[src/rtl/sort_pkg.sv]
// Shared types and sizes for the selection-sorter stream controller.
package sort_pkg;

    localparam int SORT_DW = 8;
    localparam int SORT_AW = 3;

    typedef enum logic [2:0] {
        LOAD,
        START,
        WAIT,
        SORT,
        RD_ADDR,
        RD_DATA,
        EMIT
    } sctl_state_t;

endpackage

[src/rtl/sort_stream_ctrl_if.sv]
// Input and output stream bundle of the sorter controller.
// slave: the controller side; master: the producer/consumer environment side.
interface sort_stream_ctrl_if
    import sort_pkg::*;
#(
    parameter int DW = SORT_DW
);
    logic          s_valid;
    logic          s_ready;
    logic [DW-1:0] s_data;
    logic          m_valid;
    logic          m_ready;
    logic [DW-1:0] m_data;
    logic          m_last;

    modport slave (
        input  s_valid, s_data, m_ready,
        output s_ready, m_valid, m_data, m_last
    );

    modport master (
        output s_valid, s_data, m_ready,
        input  s_ready, m_valid, m_data, m_last
    );
endinterface

[src/rtl/sort_order_check.sv]
// Drain-side order checker: sticky flag when a word is smaller than its predecessor.
// Only built when SORT_CHECK_EN is defined.
`ifdef SORT_CHECK_EN
module sort_order_check
    import sort_pkg::*;
#(
    parameter int DW = SORT_DW
) (
    input  logic          clk,
    input  logic          nrst,
    input  logic          xfer,
    input  logic          first,
    input  logic [DW-1:0] data,
    output logic          err
);
    logic [DW-1:0] prev_q;

    always_ff @(posedge clk or negedge nrst) begin
        if (!nrst) begin
            prev_q <= '0;
            err    <= 1'b0;
        end else if (xfer) begin
            prev_q <= data;
            // The first word of a frame has no predecessor in the same frame.
            if (!first && (data < prev_q))
                err <= 1'b1;
        end
    end
endmodule
`endif

[src/rtl/sort_stream_ctrl.sv]
// Stream front/back end for the 8-entry selection sorter: load a frame, start the
// sorter, drain sorted words with last. SORT_CHECK_EN adds the sticky order checker.
module sort_stream_ctrl
    import sort_pkg::*;
#(
    parameter int DW = SORT_DW,
    parameter int AW = SORT_AW
) (
    input  logic                clk,
    input  logic                nrst,
    sort_stream_ctrl_if.slave   st,
    output logic [AW-1:0]       srt_addr,
    output logic [DW-1:0]       srt_datain,
    output logic                srt_wr,
    output logic                srt_start,
    input  logic                srt_ready,
    input  logic [DW-1:0]       srt_dataout,
    output logic                sort_err
);
    localparam logic [AW-1:0] K_LAST = {AW{1'b1}};

    sctl_state_t   state_q, state_d;
    logic [AW-1:0] k_q, k_d;
    logic          m_valid_q, m_valid_d;
    logic          m_last_q, m_last_d;
    logic [DW-1:0] m_data_q, m_data_d;
    logic          s_ready;

    // NOTE: state registers use non-blocking assignments so every flop samples
    // the pre-edge values, independent of process evaluation order.
    always_ff @(posedge clk or negedge nrst) begin
        if (!nrst) begin
            state_q   <= LOAD;
            k_q       <= '0;
            m_valid_q <= 1'b0;
            m_last_q  <= 1'b0;
            m_data_q  <= '0;
        end else begin
            state_q   <= state_d;
            k_q       <= k_d;
            m_valid_q <= m_valid_d;
            m_last_q  <= m_last_d;
            m_data_q  <= m_data_d;
        end
    end

    // NOTE: every output of this block gets a default first, so no path
    // leaves a signal unassigned and no latch is inferred.
    always_comb begin
        state_d    = state_q;
        k_d        = k_q;
        m_valid_d  = m_valid_q;
        m_last_d   = m_last_q;
        m_data_d   = m_data_q;
        s_ready    = 1'b0;
        srt_wr     = 1'b0;
        srt_datain = '0;
        srt_start  = 1'b0;

        case (state_q)
            LOAD: begin
                s_ready = 1'b1;
                if (st.s_valid) begin
                    srt_wr     = 1'b1;
                    srt_datain = st.s_data;
                    if (k_q == K_LAST) begin
                        k_d     = '0;
                        state_d = START;
                    end else begin
                        k_d = k_q + 1'b1;
                    end
                end
            end
            START: begin
                // Pulse start only into an idle sorter; otherwise keep waiting.
                if (srt_ready) begin
                    srt_start = 1'b1;
                    state_d   = WAIT;
                end
            end
            WAIT:    state_d = SORT;
            SORT:    if (srt_ready) state_d = RD_ADDR;
            RD_ADDR: state_d = RD_DATA;
            RD_DATA: begin
                // Sorter read data is registered: it reflects the address from RD_ADDR.
                m_data_d  = srt_dataout;
                m_valid_d = 1'b1;
                m_last_d  = (k_q == K_LAST);
                state_d   = EMIT;
            end
            EMIT: begin
                if (st.m_ready) begin
                    m_valid_d = 1'b0;
                    m_last_d  = 1'b0;
                    if (k_q == K_LAST) begin
                        k_d     = '0;
                        state_d = LOAD;
                    end else begin
                        k_d     = k_q + 1'b1;
                        state_d = RD_ADDR;
                    end
                end
            end
            default: state_d = LOAD;
        endcase
    end

    assign srt_addr   = k_q;
    assign st.s_ready = s_ready;
    assign st.m_valid = m_valid_q;
    assign st.m_last  = m_last_q;
    assign st.m_data  = m_data_q;

`ifdef SORT_CHECK_EN
    sort_order_check #(.DW(DW)) u_order_check (
        .clk   (clk),
        .nrst  (nrst),
        .xfer  (m_valid_q && st.m_ready),
        .first (k_q == '0),
        .data  (m_data_q),
        .err   (sort_err)
    );
`else
    assign sort_err = 1'b0;
`endif

endmodule

[src/flat_wrapper.sv]
// flat-port wrapper written by rule: the top's interface ports become plain ports
module sort_stream_ctrl_flat import sort_pkg::*;
#(
    parameter int DW = SORT_DW,
    parameter int AW = SORT_AW
)
  (clk, nrst, srt_addr, srt_datain, srt_wr, srt_start, srt_ready, srt_dataout, sort_err, st_s_valid, st_s_data, st_m_ready, st_s_ready, st_m_valid, st_m_data, st_m_last);
  sort_stream_ctrl_if #(.DW(DW)) st_i ();
  input  logic clk;
  input  logic nrst;
  output logic [AW-1:0] srt_addr;
  output logic [DW-1:0] srt_datain;
  output logic srt_wr;
  output logic srt_start;
  input  logic srt_ready;
  input  logic [DW-1:0] srt_dataout;
  output logic sort_err;
  input wire logic [$bits(st_i.s_valid)-1:0] st_s_valid;
  input wire logic [$bits(st_i.s_data)-1:0] st_s_data;
  input wire logic [$bits(st_i.m_ready)-1:0] st_m_ready;
  output wire logic [$bits(st_i.s_ready)-1:0] st_s_ready;
  output wire logic [$bits(st_i.m_valid)-1:0] st_m_valid;
  output wire logic [$bits(st_i.m_data)-1:0] st_m_data;
  output wire logic [$bits(st_i.m_last)-1:0] st_m_last;
  assign st_i.s_valid = st_s_valid;
  assign st_i.s_data = st_s_data;
  assign st_i.m_ready = st_m_ready;
  assign st_s_ready = st_i.s_ready;
  assign st_m_valid = st_i.m_valid;
  assign st_m_data = st_i.m_data;
  assign st_m_last = st_i.m_last;
  sort_stream_ctrl #(.DW(DW), .AW(AW)) u_core (.clk(clk), .nrst(nrst), .st(st_i), .srt_addr(srt_addr), .srt_datain(srt_datain), .srt_wr(srt_wr), .srt_start(srt_start), .srt_ready(srt_ready), .srt_dataout(srt_dataout), .sort_err(sort_err));
endmodule
[config.mk]
export PLATFORM = sky130hd
export DESIGN_NAME = sort_stream_ctrl_flat
export DESIGN_NICKNAME = d
export VERILOG_FILES = /design/src/rtl/sort_pkg.sv /design/src/rtl/sort_stream_ctrl_if.sv /design/src/rtl/sort_order_check.sv /design/src/rtl/sort_stream_ctrl.sv /design/src/flat_wrapper.sv
export SDC_FILE = /design/constraint.sdc
export NUM_CORES = 1
export LEC_CHECK = 0
export CAP_MARGIN = 20
export CORE_AREA = 2 2 50 52
export DETAILED_ROUTE_END_ITERATION = 7
export DIE_AREA = 0 0 52 54
export GPL_TIMING_DRIVEN = 0
export PLACE_DENSITY = 0.74
export SYNTH_ARGS = -nofsm -noshare
export SYNTH_HDL_FRONTEND = slang
export SYNTH_HIERARCHICAL = 1
export SYNTH_SLANG_ARGS = --single-unit
[constraint.sdc]
create_clock -name clk -period 2.05 [get_ports clk]
set_clock_uncertainty 0.2 [all_clocks]
set_input_delay 0.205 -clock clk [delete_from_list [all_inputs] [get_ports clk]]
set_output_delay 0.205 -clock clk [all_outputs]
set_load 0.02 [all_outputs]
# Yosys cells after proc, flatten, opt, wreduce, memory -nomap -nowiden
# Index checks and enable logic that the tools add are counted.
[word_totals] register_bits=16 latch_bits=0 ramBits=0 rom_bits=0 out_inout_bits=25 memories=0
[classes] n_addsub=1 multipliers=0 div=0 magnitude_cmp=0 n_eq_ne=12 shifts=0 muxes=21 bitwise=0 reduce_logical=6
[op_table] op="two-way mux 3 bit" count=9
[op_table] op="case mux 3 bit (7 select lines)" count=1
[op_table] op="two-way mux 8 bit" count=2
[op_table] op="== test 3 bit, second input constant" count=4
[op_table] op="inequality test 2 bit, second input constant" count=4
[op_table] op="== test 3 x 2 -> 1 bit, second input constant" count=2
[op_table] op="two-way mux 1 bit" count=6
[op_table] op="case mux 3 bit (2 select lines)" count=1
[op_table] op="AND reduction 5 bit" count=1
[op_table] op="case mux 1 bit (2 select lines)" count=2
[op_table] op="nonzero test 2 bit" count=2
[op_table] op="adder 3 x 1 -> 3 bit, second input constant" count=1
[op_table] op="== test 3 x 1 -> 1 bit, second input constant" count=1
[op_table] op="zero test 3 bit" count=1
[op_table] op="AND reduction 3 bit" count=1
[op_table] op="inequality test 2 x 1 -> 1 bit, second input constant" count=1
[op_table] op="AND reduction 2 bit" count=1

# Longest topological paths before layout
# Gate-level depths: netlist of run 1.
[logic_depth] ltp_word=4 mapped_depth=5 mapped_depth_nobuf=5

# Worst setup path after synthesis of run 1
# No wires, ideal clock.
[synth_timing] path_type="flip-flop to flip-flop" startpoint="register u_core.state_q[0]" endpoint="register u_core.k_q[0], in the netlist u_core/srt_addr[0]" arrival_ps=1533 required_ps=1725 setup_slack_ps=192 path_stages_with_launch=5 n_path_buf=1 synth_period_minus_slack_ps=1858 path_cell_list="dfrtp_1 -> buf_6 -> nor4b_4 -> a41o_4 -> mux2_4"
[synth_between] elab_chain_len=3 elab_cells_between_ends=7
[synth_rtl] element="from (decl)" line_no="sort_stream_ctrl.sv:22" rtl="sctl_state_t state_q, state_d;"
[synth_rtl] element="from (signal assigned)" line_no="sort_stream_ctrl.sv:39" rtl="state_q <= state_d;"
[synth_rtl] element="== test 3 bit / zero test 3 bit (equally long branches)" line_no="sort_stream_ctrl.sv:60" rtl="case (state_q)"
[synth_rtl] element="inequality test 2 bit (no line) / nonzero test 2 bit (equally long branches)"
[synth_rtl] element="AND reduction 3 bit (no line)"
[synth_rtl] element="to (signal assigned)" line_no="sort_stream_ctrl.sv:40" rtl="k_q <= k_d;"
[synth_rtl] element="to (decl)" line_no="sort_stream_ctrl.sv:23" rtl="logic [AW-1:0] k_q, k_d;"
# Several ways; a longest one is shown, not always the timed one.
# A chain may end at the register's enable or synchronous reset.

# Worst setup path in the final report of run 1
[layout_timing] startpoint="register u_core.state_q[0]" endpoint="output port srt_datain[6]"
[layout_between] elab_chain_len=2
[layout_rtl] element="zero test 3 bit" line_no="sort_stream_ctrl.sv:60"
[layout_rtl] element="two-way mux 8 bit" line_no="sort_stream_ctrl.sv:60"
[layout_rtl] element="to (decl)" line_no="flat_wrapper.sv:12" rtl="output logic [DW-1:0] srt_datain;"
# Every way passes these cells.

==> out/metrics.cfg, run 1 <==
[route]
vias=707
ant_nets=0
wl_per_cell_um=13.4
drtIter0Drc=14
drc=0
drt_wl_total_mm=2.03
drt_first_pass_iters=4
vias_per_cell=4.65

[yosys]
async_reset_ff_share_pct=100
synth_area_leaders=dfrtp_1 (48%), mux2_2 (11%), and2_2 (7.2%)
ys_ff_latch=16
ys_warn_count=6
synth.most_common_cell=dfrtp_1
yosysSeqAreaShare_pct=47.8
netlist_instances=70
yosysTopAreaCell=dfrtp_1
yosysTopAreaCellShare_pct=47.8
synth-main-ff-cell=dfrtp_1
avgSynthCellArea_um2=12.0
syn_area_um2=837
synth_cell_type_count=25
syn-num-nets=93
synth_edf_count=0
synthTopCellsByCount=dfrtp_1 (16), and2_2 (8), mux2_2 (8)

[setup_path]
worstPathArrival_ns=1.56
timing.rr.start=u_core/state_q[0]
rrSetupSlack_ns=0.12
slowest_delay_ns=0.39
crit_chain=buf_6 > nor4b_4 > buf_4 > and2_2 > buf_4
cp_top_family=buffers and inverters
cp-start-kind=register
worstPathMaxFanout=9
worst-path-buf-inv=3
crit_type=register to output port
r2r_cells=7
reg2reg_to=u_core/srt_addr[0]
endpoint_kind=output port
cpMaxStageDelayCell=dfrtp_1
crit_required_ns=1.64
crit_top_cell=buf_4

[die]
floorplan.io_pins=46
die_area_mm2=0.00281
initial_core_util_pct=36.1
core_mm2=0.00232
rows=18
die_h_um=54
chipWidth_um=52

[power_and_ir_drop]
power_leakage_uw=0.000621
peakVddDrop_mv=0.909
p_per_area_mw_per_mm2=1420

[timing]
maxSlewHeadroom_pct=51.9
finalCriticalPeriod_ns=1.97
fin_setup_tns_ns=0
fmax_mhz=508
setup_viol=0
fin_crit_sh_pct=96.0
rsz0062_at_grt=true
hold_viol=0
final-max-slew-violation-count=0
tightest_slew_ns=0.719
hold_slack_ns=0.139

[place]
globalplace.congestion=0.818
place_hpwl_mm=1.48
portBuffers=44

[job]
drv_cap=0

[outcome]
outcome=finished clean

[clock_tree]
cts.sinks=16
clk_pin_slew_worst_paths_ns=0.09
clkLatencyLatePin_ns=0.29
clockBufferDepth=2
cts_tree=done
cts_inserted_buffers=3
root_buffer=clkbuf_4
cts_max_level=1
ctsHoldBuffers=0

[grt]
antenna_found_initial=0
grt_max_degree=17
track_usage_pct=15.0
grt_pass1_wl_mm=3.08
gr-total-overflow=0
grt_pass1_vias=680

[final_layout]
antenna_cells=0
drive_gt1_share_pct=36.1
fillCellCount=200
nets=146
area_growth_pct=63.2

[hold_path]
hp-class=input pin to asynchronous set/reset pin

routing by layer:
metal / part of all wire (%) / global-route usage, %
met1: 43 / 19.1
met5: 0 / 0
met2: 49 / 23.0
met4: 3.4 / 7.89
met3: 4.3 / 4.17
area by class of cell:
cell class                      count  area [µm²]  area share (%)
Buffer                              4        28.8            2.11
Clock buffer                        4        36.3            2.66
Inverter                            2        7.51           0.549
Multi-Input combinational cell     48         402            29.4
Sequential cell                    16         400            29.3
Tap cell                           30        37.5            2.75
Timing Repair Buffer               48         454            33.2
what timing repair did:
item,in CTS,in global routing
gates cloned,0,1
resized for setup,27,29
pin swaps,1,1
endpoints found under the setup margin,11,10
buffers inserted,2,1
power by group:
group | switching (µW) | leakage (µW) | internal [µW]
clock network | 99.3 | 0.0000210 | 108
registers | 100 | 0.000192 | 470
logic | 554 | 0.000408 | 605
worst max path at each step:
stage | start | endpoint | slack [ns] | cells after the start
6_report | u_core/state_q[0] | srt_datain[6] | 0.08 | 5
5_1_grt | u_core/state_q[0] | srt_datain[6] | -0.009 | 5
4_1_cts | u_core/state_q[0] | srt_datain[6] | 0.006 | 5
3_5_place_dp | st_s_valid | srt_datain[6] | -0.30 | 4
3_3_place_gp | st_s_valid | srt_datain[3] | -0.28 | 4
2_1_floorplan | u_core/state_q[0] | u_core/srt_addr[0] | 0.19 | 4
cells by family (layout without fill, tap and decap cells):
group	count (synthesis)	count (layout)	share of synthesized area (%)
simple gates	25	25	20.0
flops	16	16	47.8
mux	11	11	16.1
compound gates	9	9	8.22
buf+inv	6	58	4.34
fa+ha+maj	2	2	2.99
other cells	1	1	0.448
state kept, by name (all words and copies together) (netlist names):
name / cells
u_core/st.m_last: 1
u_core/st.m_data: 8
u_core/st.m_valid: 1
u_core/srt_addr: 3
u_core/state_q: 3
layout by cell type, fill, tap and decap left out, types with 2 or more instances in the layout:
cell type	n
a21oi_1	4
and2_2	7
buf_2	2
buf_4	9
buf_6	5
clkbuf_2	2
clkbuf_4	3
clkdlybuf4s50_1	33
dfrtp_1	16
ha_1	2
inv_1	2
mux2_2	8
mux2_4	3
nand2_1	3
nor2_1	6
nor3_1	2
metrics by stage:
stage / cells / cell area [µm²] / utilization, % / power (µW) / setup WS, ns
final: 152 / 1370 / 58.9 / 1940 / 0.0814
after global routing: 152 / 1370 / 58.9 / 2060 / -0.00920
after CTS: 150 / 1370 / 59.2 / 1930 / 0.00645
after detailed placement: 144 / 1320 / 56.7 / 1720 / -0.299
after global placement: 144 / 1320 / 56.7 / 1690 / -0.280
after floorplan: 70 / 837 / - / 1260 / 0.192
No activity file was read; power rests on OpenSTA's default activity.
==> run 2, diff against run 1 <==
Settings changed: CORE_AREA 2 2 50 52 to 2 2 52 54, DIE_AREA 0 0 52 54 to 0 0 54 56, PLACE_DENSITY 0.74 to 0.69, SLEW_MARGIN set to 25.
Clock period 2.05 ns to 2 ns, I/O delays scaled along.
==> run 2 against run 1 <==
  * Combinational power up 9%
  * Routed wire length increased by 2.8%
  * Setup slack got worse by 0.066 ns
  * Core utilization shrank 1.6 points
  * Sequential power increased by 3%
  * Clock power is 23% lower
  * Sequential share of layout area fell by 0.55 points
  * Worst hold slack lost 0.00094 ns
  * Via count grew 5.2%
==> out/metrics.cfg, run 2 (synthesis results as in run 1) <==
[final_layout]
nets=150
drive_gt1_share_pct=38.4
fillCellCount=211
final_area_mm2=0.00139
largest_reg_flops=8
final_cell_mix=clkdlybuf4s50_1 (33), dfrtp_1 (16), buf_4 (12)
final_common_cell=clkdlybuf4s50_1
antenna_cells=0
area_growth_pct=66.4
fin_cells=155
post-route-util_pct=57.3

[route]
dr_wl_met2_mm=1.07
m1WireLength_um=899
vias_per_cell=4.80
drc=0
drt_first_pass_iters=4
drt_wl_total_mm=2.09
wl_met3_um=100
top_layer=met4
vias=744
wl_per_cell_um=13.5
ant_nets=0
drtIter0Drc=13

[timing]
fin_setup_tns_ns=0
hold_viol=0
fin_crit_sh_pct=99.2
hold_slack_ns=0.138
fmax_mhz=504
finalCriticalPeriod_ns=1.98
rsz0062_at_grt=true
maxSlewHeadroom_pct=52.4
final-max-slew-violation-count=0
setup_viol=0
tightest_slew_ns=0.712

[die]
die_h_um=56
initial_core_util_pct=34.4
chipWidth_um=54
die_area_mm2=0.00302
core_mm2=0.00243
rows=18
floorplan.io_pins=46

[clock_tree]
clkLatencyLatePin_ns=0.28
clk_pin_slew_worst_paths_ns=0.09
cts_max_level=1
root_buffer=clkbuf_4
cts_tree=done
ctsHoldBuffers=0
cts.sinks=16
cts_inserted_buffers=3
clockBufferDepth=2

[setup_path]
crit_chain=buf_6 > nor4b_4 > buf_2 > buf_6 > and2_4 > buf_6
crit_type=register to output port
endpoint_kind=output port
cp_top_family=buffers and inverters
cp-start-kind=register
slowest_delay_ns=0.38
worstPathArrival_ns=1.58
crit_top_cell=buf_6
worstPathMaxFanout=5
worst-path-buf-inv=4
crit_required_ns=1.60
cpMaxStageDelayCell=dfrtp_1

[grt]
gr-total-overflow=0
antenna_found_initial=0
track_usage_pct=14.9
grt_max_degree=17
grt_pass1_wl_mm=3.33
grt_pass1_vias=718

[power_and_ir_drop]
peakVddDrop_mv=0.833
p_per_area_mw_per_mm2=1450
power_leakage_uw=0.000634

[job]
drv_cap=0

[place]
portBuffers=44
globalplace.congestion=0.735
place_hpwl_mm=1.50
placed_area_mm2=0.00132
place_inst=144

[hold_path]
hp-class=input pin to asynchronous set/reset pin

[outcome]
outcome=finished clean

-- run 2: cell types whose count changed in the layout (fill, tap and decap cells not counted), sizes merged --
cell,previous run,this run
buf,16,20
clkdlybuf4s15,0,1
clkbuf,6,4
-- run 2: cell type report --
cell class,instances,area (µm²),share of cell area [%]
Buffer,4,28.8,2.07
Clock buffer,3,22.5,1.62
Inverter,2,7.51,0.539
Multi-Input combinational cell,48,408,29.3
Sequential cell,16,400,28.8
Tap cell,30,37.5,2.70
Timing Repair Buffer,52,488,35.0
-- run 2: worst reg2reg max path, cell delays in order (launching register included) --
cell and delay (ns):
dfrtp_1 0.38, buf_6 0.13, nor4b_4 0.27, buf_2 0.19, buf_6 0.10, buf_4 0.09, a41o_4 0.11, mux2_4 0.30
-- run 2: routing by layer --
metal	up-vias	track usage, %
met1	369	19.7
met4	0	4.64
met5	-	0
li1	353	-
met2	20	23.2
met3	2	4.30
-- run 2: what timing repair did --
action                     in CTS  in global routing
setup endpoints to repair      11                 13
setup buffers                   4                  4
gates cloned                    1                  0
pin swaps                       2                  0
resized for setup              44                 11
-- run 2: where the power goes --
| part | switching (µW) | total, µW | internal (µW) |
|---|---|---|---|
| combinational | 594 | 1270 | 676 |
| clock | 91.4 | 161 | 69.8 |
| sequential | 103 | 585 | 482 |
-- run 2: path summary, 6_finish.rpt --
check                                     from             endpoint  slack [ns]  cells past startpoint
max in group asynchronous                 nrst  u_core/st.m_data[2]        1.00                      1
setup / recovery             u_core/state_q[0]        srt_datain[3]        0.02                      6
setup reg to reg             u_core/state_q[0]   u_core/srt_addr[0]        0.10                      7
hold / removal                            nrst    u_core/state_q[0]        0.14                      1
min in group clk           u_core/st.m_data[2]  u_core/st.m_data[2]        0.31                      1
hold reg to reg            u_core/st.m_data[2]  u_core/st.m_data[2]        0.31                      1
-- run 2: metrics by stage --
stage | total power [µW] | setup WS, ns
6_report | 2020 | 0.0158
2_1_floorplan | 1290 | 0.142
5_1_grt | 2150 | -0.0759
4_1_cts | 1950 | 0.000995
3_5_place_dp | 1770 | -0.337
3_3_place_gp | 1730 | -0.318
==> run 3, diff against run 2 <==
Settings changed: CAP_MARGIN 20 to not set, CTS_BUF_LIST set to sky130_fd_sc_hd__clkbuf_16, SETUP_SLACK_MARGIN set to 0.3.
==> run 3 against run 2 <==
  * Critical path depth down 1
  * Non-clock buffer count up 1
  * Sequential share of layout area down 2.8 points
  * Flip-flop and latch count unchanged
  * Highest routed layer unchanged
  * Die area unchanged
  * Worst hold slack better by 0.057 ns
  * Clock power up 140%
  * Cell count up 1.9%
==> out/metrics.cfg, run 3 (synthesis results as in run 1) <==
[route]
drc=0
drtIter0Drc=11
drt_first_pass_iters=4
vias=780
ant_nets=0
drt_wl_total_mm=2.43
vias_per_cell=4.94
wl_per_cell_um=15.4

[die]
die_area_mm2=0.00302
initial_core_util_pct=34.4
floorplan.io_pins=46
die_h_um=56
chipWidth_um=54
core_mm2=0.00243
rows=18

[final_layout]
final_cell_mix=clkdlybuf4s50_1 (32), dfrtp_1 (15), buf_6 (11), buf_4 (11)
post-route-util_pct=63.7
area_growth_pct=85.2
antenna_cells=0
largest_reg_flops=8
drive_gt1_share_pct=42.2
fillCellCount=194
final_common_cell=clkdlybuf4s50_1
final_area_mm2=0.00155
nets=152

[clock_tree]
clkLatencyLatePin_ns=0.24
cts_tree=done
cts_max_level=1
cts.sinks=16
clk_pin_slew_worst_paths_ns=0.05
root_buffer=clkbuf_16
ctsHoldBuffers=0
clockBufferDepth=2
cts_inserted_buffers=3

[setup_path]
endpoint_kind=output port
worstPathArrival_ns=1.45
startpoint=u_core/state_q[0]
timing.rr.start=u_core/state_q[0]
r2r_cells=6
crit_required_ns=1.60
reg2reg_to=u_core/srt_addr[2]
cp-start-kind=register
rrSetupSlack_ns=0.21
worstPathMaxFanout=7
crit_type=register to output port

[grt]
antenna_found_initial=0
grt_pass1_wl_mm=3.70
grt_max_degree=17
gr-total-overflow=0
grt_pass1_vias=786
track_usage_pct=16.4

[place]
portBuffers=44
preCtsSetupSlack_ns=-0.337
place_hpwl_mm=1.51
globalplace.congestion=0.827
placed_area_mm2=0.00132

[power_and_ir_drop]
p_sw_uw=904
power_frac_comb_pct=59.9
power_leakage_uw=0.000740
seqPwrFrac_pct=24.4
clkPwrFrac_pct=15.7
p_int_uw=1540
p_per_area_mw_per_mm2=1580
peakVddDrop_mv=1.20
swShare_pct=37.0

[timing]
maxSlewHeadroom_pct=51.2
layout_setup_ws_ns=0.154
finalCriticalPeriod_ns=1.85
final-max-slew-violation-count=0
fin_crit_sh_pct=92.3
hold_viol=0
hold_slack_ns=0.196
setup_viol=0
fmax_mhz=542
fin_setup_tns_ns=0
rsz0062_at_grt=true
tightest_slew_ns=0.730

[hold_path]
hp-class=input pin to asynchronous set/reset pin

[outcome]
outcome=finished clean

[job]
drv_cap=0

==> run 3: final cells by class <==
type | count | area [µm²] | area share (%)
Timing Repair Buffer | 53 | 512 | 33.0
Multi-Input combinational cell | 49 | 475 | 30.7
Sequential cell | 16 | 402 | 25.9
Clock buffer | 3 | 75.1 | 4.84
Buffer | 4 | 37.5 | 2.42
Tap cell | 30 | 37.5 | 2.42
Inverter | 2 | 7.51 | 0.484
Clock inverter | 1 | 3.75 | 0.242
==> run 3: worst max-delay path by stage <==
stage,endpoint,slack (ns),depth (start not counted)
2_1_floorplan,u_core/srt_addr[0],0.16,4
3_3_place_gp,srt_datain[2],-0.30,4
3_5_place_dp,srt_datain[6],-0.34,4
4_1_cts,srt_datain[6],0.15,5
5_1_grt,srt_datain[2],0.07,5
6_report,srt_datain[5],0.15,5
==> run 3: what timing repair did <==
action,CTS,global route
buffers inserted,7,2
gates resized for setup,70,19
gates cloned,0,1
endpoints found under the setup margin,14,24
pin swaps,9,3
==> run 3: metal layers <==
metal / share of wire (%) / global-route usage [%]
met3: 3.9 / 3.23
met4: 0.87 / 5.71
met1: 42 / 19.8
met5: 0 / 0
met2: 53 / 28.0
==> run 3: power by group through the flow <==
stage / combinational [µW] / sequential (µW) / clock, µW
detailed placement: 1180 / 591 / 0
CTS: 1280 / 591 / 393
global placement: 1160 / 579 / 0
floorplan: 560 / 736 / 0
global route: 1550 / 621 / 418
finish: 1460 / 596 / 384
==> run 3: stage by stage <==
stage                     total power (µW)  cells
final                                 2440    158
after global routing                  2590    158
after CTS                             2260    155
after detailed placement              1770    144
after global placement                1740    144
after floorplan                       1300     70
==> run 3: worst max-delay path, stage by stage, from the launching register on <==
cell and delay (ns):
dfrtp_1 0.37, buf_6 0.13, nor4b_4 0.26, buf_4 0.19
and2_4 0.14, buf_6 0.11
